--- config.mk ---
export PLATFORM = sky130hd
export DESIGN_NAME = div_sequencer
export DESIGN_NICKNAME = d
export VERILOG_FILES = /design/src/rtl/div_sequencer.sv
export SDC_FILE = /design/constraint.sdc
export NUM_CORES = 1
export LEC_CHECK = 0
export ABC_AREA = 0
export CORE_UTILIZATION = 53
export CTS_CLUSTER_SIZE = 24
export DETAILED_ROUTE_END_ITERATION = 8
export GPL_ROUTABILITY_DRIVEN = 0
export GPL_TIMING_DRIVEN = 0
export PLACE_DENSITY = 0.75
export SYNTH_ARGS = -nofsm -noshare
export SYNTH_HDL_FRONTEND = slang
export SYNTH_SLANG_ARGS = --single-unit
--- constraint.sdc ---
create_clock -name clk -period 2.9 [get_ports clk]
set_input_delay 0.435 -clock clk [delete_from_list [all_inputs] [get_ports clk]]
set_output_delay 0.435 -clock clk [all_outputs]
set_load 0.005 [all_outputs]
--- src/rtl/div_sequencer.sv ---
// Multi-cycle restoring radix-2 divider for the M-extension DIV/DIVU/REM/REMU ops.
// Define DIV_SEQUENCER_EARLY_OUT_EN to finish divide-by-zero and signed overflow in one cycle.
module div_sequencer (
    input  logic        clk,
    input  logic        rst_n,
    input  logic        start,
    input  logic [2:0]  func3,
    input  logic [31:0] rs1,
    input  logic [31:0] rs2,
    input  logic        flush,
    output logic        stall,
    output logic        busy,
    output logic        done,
    output logic [31:0] result
);

    typedef enum logic [1:0] {
        IDLE = 2'd0,
        CALC = 2'd1,
        FIX  = 2'd2,
        DONE = 2'd3
    } state_t;

    state_t      state_reg, state_next;
    logic [4:0]  count_reg, count_next;
    logic [31:0] rem_reg, rem_next;
    logic [31:0] quo_reg, quo_next;
    logic [31:0] divisor_reg, divisor_next;
    logic        is_rem_reg, is_rem_next;
    logic        neg_q_reg, neg_q_next;
    logic        neg_r_reg, neg_r_next;
    logic        div_zero_reg, div_zero_next;
    logic [31:0] result_reg, result_next;

    logic        accept;
    logic        is_signed;
    logic        rs1_neg;
    logic        rs2_neg;
    logic        rs2_zero;
    logic [31:0] rs1_abs;
    logic [31:0] rs2_abs;
    logic [32:0] rem_shift;
    logic [32:0] rem_diff;
    logic        step_ok;
    logic [31:0] quo_fix;
    logic [31:0] rem_fix;
    logic [31:0] fix_result;

    // Operand preparation for the request currently on the inputs
    assign is_signed = ~func3[0];
    assign rs1_neg   = is_signed & rs1[31];
    assign rs2_neg   = is_signed & rs2[31];
    assign rs2_zero  = (rs2 == 32'd0);
    assign rs1_abs   = rs1_neg ? (32'd0 - rs1) : rs1;
    assign rs2_abs   = rs2_neg ? (32'd0 - rs2) : rs2;

    // rst_n gating keeps stall low while reset is held
    assign accept = rst_n & start & func3[2] & ~flush &
                    ((state_reg == IDLE) || (state_reg == DONE));

    // One restoring step: shift in the next dividend bit, trial-subtract the divisor
    assign rem_shift = {rem_reg, quo_reg[31]};
    assign rem_diff  = rem_shift - {1'b0, divisor_reg};
    assign step_ok   = ~rem_diff[32];

    // A zero divisor yields all-ones magnitude; forcing it avoids the sign fix flipping it
    assign quo_fix    = div_zero_reg ? 32'hFFFF_FFFF :
                        (neg_q_reg ? (32'd0 - quo_reg) : quo_reg);
    assign rem_fix    = neg_r_reg ? (32'd0 - rem_reg) : rem_reg;
    assign fix_result = is_rem_reg ? rem_fix : quo_fix;

`ifdef DIV_SEQUENCER_EARLY_OUT_EN
    logic        ovf_op;
    logic        special_op;
    logic [31:0] special_result;

    assign ovf_op         = is_signed & (rs1 == 32'h8000_0000) & (rs2 == 32'hFFFF_FFFF);
    assign special_op     = rs2_zero | ovf_op;
    assign special_result = func3[1] ? (rs2_zero ? rs1 : 32'd0)
                                     : (rs2_zero ? 32'hFFFF_FFFF : 32'h8000_0000);
`endif

    always_comb begin
        state_next    = state_reg;
        count_next    = count_reg;
        rem_next      = rem_reg;
        quo_next      = quo_reg;
        divisor_next  = divisor_reg;
        is_rem_next   = is_rem_reg;
        neg_q_next    = neg_q_reg;
        neg_r_next    = neg_r_reg;
        div_zero_next = div_zero_reg;
        result_next   = result_reg;

        case (state_reg)
            CALC: begin
                if (flush) begin
                    state_next = IDLE;
                end else begin
                    rem_next   = step_ok ? rem_diff[31:0] : rem_shift[31:0];
                    quo_next   = {quo_reg[30:0], step_ok};
                    count_next = count_reg + 5'd1;
                    if (count_reg == 5'd31) begin
                        state_next = FIX;
                    end
                end
            end
            FIX: begin
                if (flush) begin
                    state_next = IDLE;
                end else begin
                    result_next = fix_result;
                    state_next  = DONE;
                end
            end
            DONE: begin
                state_next = IDLE;
            end
            default: begin
                state_next = IDLE;
            end
        endcase

        // Acceptance overrides the DONE->IDLE return so ops can run back to back
        if (accept) begin
            state_next    = CALC;
            count_next    = 5'd0;
            rem_next      = 32'd0;
            quo_next      = rs1_abs;
            divisor_next  = rs2_abs;
            is_rem_next   = func3[1];
            neg_q_next    = rs1_neg ^ rs2_neg;
            neg_r_next    = rs1_neg;
            div_zero_next = rs2_zero;
`ifdef DIV_SEQUENCER_EARLY_OUT_EN
            if (special_op) begin
                state_next  = DONE;
                result_next = special_result;
            end
`endif
        end
    end

    always_ff @(posedge clk or negedge rst_n) begin
        if (!rst_n) begin
            state_reg    <= IDLE;
            count_reg    <= 5'd0;
            rem_reg      <= 32'd0;
            quo_reg      <= 32'd0;
            divisor_reg  <= 32'd0;
            is_rem_reg   <= 1'b0;
            neg_q_reg    <= 1'b0;
            neg_r_reg    <= 1'b0;
            div_zero_reg <= 1'b0;
            result_reg   <= 32'd0;
        end else begin
            state_reg    <= state_next;
            count_reg    <= count_next;
            rem_reg      <= rem_next;
            quo_reg      <= quo_next;
            divisor_reg  <= divisor_next;
            is_rem_reg   <= is_rem_next;
            neg_q_reg    <= neg_q_next;
            neg_r_reg    <= neg_r_next;
            div_zero_reg <= div_zero_next;
            result_reg   <= result_next;
        end
    end

    assign busy   = (state_reg == CALC) || (state_reg == FIX);
    assign done   = (state_reg == DONE);
    assign stall  = accept || busy;
    assign result = result_reg;

endmodule

### After elaboration in Yosys (flattened, before gate mapping)

Index checks and enable logic that the tools add are counted.

| storage, ports and cells | value |
|---|---|
| register bits | 139 |
| output and inout bits | 35 |
| word-level logic and storage cells | 61 |

| operators by class | value |
|---|---|
| add/sub/neg operators | 6 |
| eq/ne operators | 6 |
| mux-type cells | 21 |
| bitwise operators | 10 |
| reductions and logical operators | 8 |

Operator list:

| operator | count |
|---|---|
| two-way mux 32 bit | 13 |
| subtractor 1 x 32 -> 32 bit (first input constant) | 4 |
| subtractor 33 x 32 -> 33 bit | 1 |
| logical NOT 32 bit | 1 |
| two-way mux 5 bit | 3 |
| two-way mux 2 bit | 4 |
| AND 1 bit | 6 |
| adder 5 x 1 -> 5 bit (second input constant) | 1 |
| == test 5 bit (second input constant) | 1 |
| == test 2 bit (second input constant) | 2 |
| != test 4 bit (second input constant) | 1 |
| case mux 2 bit (2 select lines) | 1 |
| AND reduction 2 bit | 2 |
| logical OR 1 bit | 3 |
| NOT 1 bit | 3 |
| == test 2 x 1 -> 1 bit (second input constant) | 1 |
| logical NOT 2 bit | 1 |
| != test 2 x 1 -> 1 bit (second input constant) | 1 |
| nonzero test 2 bit | 1 |
| XOR 1 bit | 1 |

### Depth between registers and ports, before layout

Gate-level depths: netlist of the first run.

| logic depth | value |
|---|---|
| depth in word-level cells | 6 |
| gate-level depth with buffers | 13 |
| gate-level depth less buffers | 12 |

### Least setup slack after synthesis of the first run

OpenSTA, ideal clock, no wires.

| path | value |
|---|---|
| path kind | register to register |
| start | reg rem_reg[13] |
| end | reg rem_reg[1] |
| arrival time | 2.599 ns |
| data required time | 2.784 ns |
| path slack | 0.186 ns |
| cell stages (with the launch flop) | 12 |
| cells stage by stage | dfrtp_1 ha_1 clkbuf_1 o21a_1 o21ai_0 nor4b_1 a21o_1 a21oi_2 xor2_1 clkbuf_1 nand3_1 o311ai_0 |

| on the way | value |
|---|---|
| longest elaborated chain between the ends | 5 |

Ends and longest elaborated chain:

| item | line | text |
|---|---|---|
| start: declaration | 26 | `logic [31:0] rem_reg, rem_next;` |
| start signal: assignment | 159 | `rem_reg <= rem_next;` |
| subtractor 33 x 32 -> 33 bit | 63 | `assign rem_diff = rem_shift - {1'b0, divisor_reg};` |
| two-way mux 32 bit | 100 | `rem_next = step_ok ? rem_diff[31:0] : rem_shift[31:0];` |
| two-way mux 32 bit | 97 | `if (flush) begin` |
| two-way mux 32 bit | 95 | `case (state_reg)` |
| two-way mux 32 bit | 125 | `if (accept) begin` |

No other way between the ends. The select of a mux whose other input is x is not followed.
A chain may end at the register's enable or synchronous reset.

### Worst setup path in the final report of the first run

| path | value |
|---|---|
| start | reg rem_reg[15] |
| end | reg result_reg[31], in the netlist result[31] |

| on the way | value |
|---|---|
| longest elaborated chain between the ends | 3 |

Ends and longest elaborated chain:

| item | line | text |
|---|---|---|
| subtractor 1 x 32 -> 32 bit | 69 | `assign rem_fix = neg_r_reg ? (32'd0 - rem_reg) : rem_reg;` |
| two-way mux 32 bit | 69 |  |
| two-way mux 32 bit | 70 | `assign fix_result = is_rem_reg ? rem_fix : quo_fix;` |
| end signal: assignment | 166 | `result_reg <= result_next;` |
| end: declaration | 33 | `logic [31:0] result_reg, result_next;` |

No other way between the ends.

==> results_dict.tcl, run 1 <==
set metrics [dict create \
    setup.worst_path.start_class "flop" \
    rsz0062_at_grt "yes" \
    synth_edf_count 0 \
    grt.overflow.total 0 \
    ys_seq_area_share_pct 34.3 \
    drt_drc_violations_left 0 \
    n_antenna_cell 0 \
    total_power_mw 7.11 \
    pre_cts_slack_ps -1230 \
    switching_share_pct 33.2 \
    finalSetupViolCount 0 \
    cts_tree "done" \
    synth_top_area_share_pct 34.3 \
    multi_input_area_mm2 0.00657 \
    worst-setup-path-type "reg2reg" \
    clkTransAtPathRegs_ps 60 \
    detail-route-antenna-nets 0 \
    required_ps 3210 \
    synth_area_leader_cell "dfrtp_1" \
    end_kind "flop" \
    leakage_nw 5.60 \
    critPathMaxFanout 5 \
    p_per_area_mw_per_mm2 554 \
    dpl-instance-area_mm2 0.0115 \
    top_level_ports 106 \
    top_layer_used "met5" \
    wl_met2_um 14400 \
    post-place-cells 1560 \
    p_comb_share_pct 28.8 \
    port_buffers 105 \
    die_height_um 140 \
    track_usage_pct 32.2 \
    holdCritPathClass "in2async" \
    postSynthCellCount 1220 \
    route.met3.wl_um 2310 \
    fill_cells 1462 \
    initial_utilization_pct 54.2 \
    vdd_ir_drop_max_mv 0.429 \
    cell_internal_pwr_mw 4.76 \
    die-area_mm2 0.0197 \
    drv_slew 0 \
    grt_max_degree 65 \
    r2r_end "result[31]" \
    coreArea_mm2 0.0187 \
    hold_viol 0 \
    power_frac_seq_pct 35.0 \
    cts_num_sinks 139 \
    fin_nets 1468 \
    maxCapViolCount 0 \
    layout_setup_ws_ps 19.4 \
    dp_hpwl_um 22500 \
    synth_fp_nets 1333 \
    drt-total-wl_um 31300 \
    stdcell_area_mm2 0.0128 \
    ys_ff_latch 139 \
    seq_area_mm2 0.00349 \
    areaGrowthSynthToFinish_pct 26.6 \
    ys_async_sr_fraction_pct 100 \
    synth-warning-count 0 \
    wl_met1_um 13500 \
    finalCriticalPeriod_ps 2880 \
    fmax_mhz 347 \
    die_w_um 140 \
    synth.avg_cell_area_um2 8.31 \
    worst_pin_slew_ps 780 \
    p_switching_mw 2.36 \
    power.share.clock_pct 36.2 \
    synth_most_common_cell "nand2_1" \
    numCtsBuffers 17 \
    ys.flop_type "dfrtp_1" \
    status "complete, no violations" \
    relSlewSlack_pct 48.0 \
    syn_area_mm2 0.0101 \
    routedWlPerCell_um 19.5 \
    antenna_found_initial 1 \
    clock_path_buffers 2 \
    yosys.cell_types.count 65 \
    cts-root-buf "clkbuf_16" \
    clkLatencyLatePin_ps 440 \
    drt-vias-per-instance 6.32 \
    grt_pass1_vias 9534 \
    fin_crit_sh_pct 99.3 \
    whs_ps 14.5 \
    drt_iter0_drc 1027 \
    arrival_ps 3190 \
    worst_r2r_path_depth 8 \
    fin_skew_ps 13.4 \
    stdcell_count 1601 \
    rows 50 \
    yosys-top-cells-count "nand2_1, dfrtp_1, o21ai_0" \
    cp-startpoint "rem_reg[15]" \
    reg2reg_from "rem_reg[15]" \
    drive_above_1_share_pct 10.0 \
    vias 10100 \
    grt_pass1_wl_um 49400 \
    drt_first_pass_iters 6 \
    synthTopCellsByArea "dfrtp_1, xor2_1, nand2_1, o21ai_0, xnor2_1" \
    htree_num_levels 4 \
    rrSetupSlack_ps 20 \
]
-- area by class of cell --
cell class                 instances  area share (%)
timing repair buffer             122            9.96
buffer                            65            2.38
clock buffer                      21            3.74
clock inverter                    10            1.65
multi-input combinational        957            51.2
inverter                          53            1.55
tap                              234            2.28
sequential                       139            27.2
-- worst max path at each step --
stage	to
floorplan	rem_reg[1]
global placement	stall
detailed placement	stall
CTS	result[21]
global route	rem_reg[30]
finish	result[31]
-- cells by family after synthesis --
family                     share of synthesized area (%)
DFF                                                 34.3
xor gates and xnor gates                            12.9
and+or+nand+nor                                     19.0
AOI/OAI and AO/OA                                   23.8
muxes                                              0.198
adders and majority gates                           5.26
buffers and inverters                               4.59
-- per-stage QoR --
step                setup TNS [ps]  utilization, %
finish                           0            68.6
floorplan                        0               -
detailed placement          -44930            61.5
CTS                              0            66.8
global placement          -1118240            61.4
global route                  -885            68.6
-- critical path, stage by stage (launching register included) --
cell and delay [ps]:
dfrtp_2 450, or3_4 430, or2_4 260, or4_4 460, nor3_4 210, nand4_1 250, o31ai_1 380, xor2_1 220
a21oi_1 90
-- power groups by stage --
stage / logic, mW / clock network (mW) / registers [mW]
6_report: 2.05 / 2.57 / 2.49
5_1_grt: 2.25 / 2.68 / 2.52
4_1_cts: 1.92 / 2.60 / 2.47
3_5_place_dp: 1.84 / 0 / 2.51
3_3_place_gp: 1.79 / 0 / 2.50
2_1_floorplan: 1.33 / 0 / 2.42
-- metal layers --
metal | global-route usage (%) | up-vias
li1 | - | 4681
met1 | 44.4 | 4919
met2 | 49.9 | 454
met3 | 5.23 | 70
met4 | 14.2 | 2
met5 | 0 | -
-- what timing repair did --
action                                  in CTS  in global routing
gates cloned                                 1                  0
hold endpoints to repair                    64                  0
resized for setup                           40                 70
endpoints found under the setup margin      64                 59
setup buffers                                7                  6
hold buffers                                 2                  0
pin swaps                                    4                 14
-- placed cells by master, fill, tap and decap left out, types with 6 or more instances in the layout --
| cell type | n |
|---|---|
| nand2_1 | 139 |
| dfrtp_1 | 129 |
| clkdlybuf4s50_1 | 104 |
| o21ai_0 | 101 |
| xor2_1 | 84 |
| a21oi_1 | 76 |
| nand3_1 | 76 |
| xnor2_1 | 60 |
| nor2_1 | 53 |
| inv_1 | 52 |
| clkbuf_1 | 47 |
| a21o_1 | 33 |
| ha_1 | 30 |
| nor3_1 | 24 |
| o31ai_1 | 24 |
| a22oi_1 | 24 |
| clkbuf_16 | 17 |
| a221oi_1 | 16 |
| nand2b_1 | 14 |
| nor2b_1 | 12 |
| buf_4 | 12 |
| or3_1 | 10 |
| buf_1 | 10 |
| dfrtp_2 | 10 |
| o41ai_1 | 9 |
| o22ai_1 | 9 |
| nand4_1 | 8 |
| a32oi_1 | 7 |
| or4_1 | 6 |
| a31oi_1 | 6 |
| o21ai_1 | 6 |
| and2_1 | 6 |
| nor4_1 | 6 |
| ha_4 | 6 |
| bufinv_16 | 6 |
No activity file was read; power rests on OpenSTA's default activity.
==> run 2: changes to the inputs <==
MAX_ROUTING_LAYER = met4   (was not set)
==> run 2 against run 1 <==
Maximum frequency is 0.89% higher. Largest power group unchanged. Clock power hardly changed. Highest routed layer is now met4. Sequential cell count stayed put. Final area hardly changed. Global-route usage is 0.98 points higher.
==> results_dict.tcl, run 2 (synthesized netlist as in run 1, its figures left out) <==
set metrics [dict create \
    holdCritPathClass "in2async" \
    slowest_delay_ps 560 \
    path_buf_inv 0 \
    antenna_found_initial 1 \
    pre_cts_slack_ps -1230 \
    vdd_ir_drop_max_mv 0.432 \
    clock_path_buffers 2 \
    dp_hpwl_um 22500 \
    grt_max_degree 65 \
    grt.overflow.total 0 \
    drt_first_pass_iters 6 \
    rrSetupSlack_ps 40 \
    clkTransAtPathRegs_ps 60 \
    path_delay_family "simple AND/OR/NAND/NOR gates" \
    cpMaxStageDelayCell "or4b_4" \
    tns_ps 0 \
    cts_num_sinks 139 \
    setup.worst_path.start_class "flop" \
    areaGrowthSynthToFinish_pct 26.6 \
    drt_drc_violations_left 0 \
    r2r_end "result[18]" \
    p_per_area_mw_per_mm2 554 \
    vias 10100 \
    crit_chain "or4_4 -> or3_4 -> or4b_4 -> o41ai_4 -> xor2_1 -> a221oi_2 -> a21o_1" \
    rsz0062_at_grt "yes" \
    reg2reg_from "rem_reg[6]" \
    maxCapViolCount 0 \
    mostFrequentLayoutCells "nand2_1, dfrtp_1, clkdlybuf4s50_1, o21ai_0, xor2_1" \
    grt_pass1_wl_um 49500 \
    worst-setup-path-type "reg2reg" \
    cts-root-buf "clkbuf_16" \
    track_usage_pct 33.2 \
    multi_input_area_mm2 0.00657 \
    clkLatencyLatePin_ps 440 \
    die_height_um 140 \
    critical_path_depth 7 \
    fmax_mhz 350 \
    detail-route-antenna-nets 0 \
    finalSetupViolCount 0 \
    end_kind "flop" \
    status "complete, no violations" \
    top_level_ports 106 \
    htree_num_levels 4 \
    drt-total-wl_um 31100 \
    rows 50 \
    crit_end "result[18]" \
    die_w_um 140 \
    cp-startpoint "rem_reg[6]" \
    drt_iter0_drc 932 \
    die-area_mm2 0.0197 \
    coreArea_mm2 0.0187 \
    fin_crit_sh_pct 98.5 \
    finalCriticalPeriod_ps 2860 \
    layout_setup_ws_ps 44.7 \
    cts_tree "done" \
    total_power_mw 7.11 \
    worst_pin_slew_ps 780 \
    routedWlPerCell_um 19.4 \
    critPathMaxFanout 5 \
    drive_above_1_share_pct 9.95 \
    drt-vias-per-instance 6.29 \
    layout_commonest_cell "nand2_1" \
    seq_area_mm2 0.00349 \
    required_ps 3230 \
    fin_nets 1468 \
    numCtsBuffers 17 \
    initial_utilization_pct 54.2 \
    arrival_ps 3180 \
    fill_cells 1460 \
    port_buffers 105 \
    hold_viol 0 \
    grt_pass1_vias 9524 \
    leakage_nw 5.60 \
    drv_slew 0 \
    worst_r2r_path_depth 7 \
    relSlewSlack_pct 48.0 \
    fin_skew_ps 7.30 \
]
run 2: cell types whose count changed in the layout (fill, tap and decap cells not counted):
cell / previous run / this run
o31ai_2: 3 / 2
diode_2: 0 / 1
o31ai_1: 24 / 25
run 2: stage by stage:
stage	utilization, %	cell area, um2	hold WS, ps	std cells
floorplan	-	10100	139	1220
global placement	61.4	11500	459	1559
detailed placement	61.5	11500	465	1560
CTS	66.8	12500	24.3	1598
global route	68.6	12800	40.0	1602
finish	68.6	12800	12.1	1602
run 2: layer usage:
metal,part of all wire [%],vias to the layer above,global-route usage [%]
met2,46,430,49.8
met5,0,-,-
met4,3.6,0,14.5
li1,-,4679,-
met1,43,4893,44.7
met3,7.1,79,4.72
run 2: worst min path at each step:
stage	startpoint	endpoint	slack [ps]	depth (start not counted)
2_1_floorplan	rst_n	count_reg[0]	140	0
3_3_place_gp	result[21]	result[21]	460	2
3_5_place_dp	rst_n	divisor_reg[8]	470	1
4_1_cts	rst_n	divisor_reg[10]	20	2
5_1_grt	rst_n	divisor_reg[3]	40	2
6_report	rst_n	divisor_reg[8]	10	2
run 2: repair_timing:
action | 4_1_cts | 5_1_grt
setup buffers | 7 | 6
pin swaps | 4 | 12
hold buffers | 2 | 0
resized for setup | 40 | 69
setup endpoints to repair | 64 | 58
hold endpoints to repair | 64 | 0
gates cloned | 1 | 0
run 2: power breakdown:
part	switching, mW	internal [mW]	total (mW)
Combinational	1.18	0.862	2.04
Sequential	0.300	2.19	2.49
Clock	0.876	1.70	2.58
Total	2.36	4.75	7.11
run 2: area by class of cell:
| type | count | area share [%] |
|---|---|---|
| sequential | 139 | 27.2 |
| multi-input combinational | 957 | 51.2 |
| inverter | 53 | 1.55 |
| timing repair buffer | 122 | 9.97 |
| clock inverter | 10 | 1.65 |
| antenna | 1 | 0.0195 |
| buffer | 65 | 2.38 |
| clock buffer | 21 | 3.74 |
| tap | 234 | 2.28 |
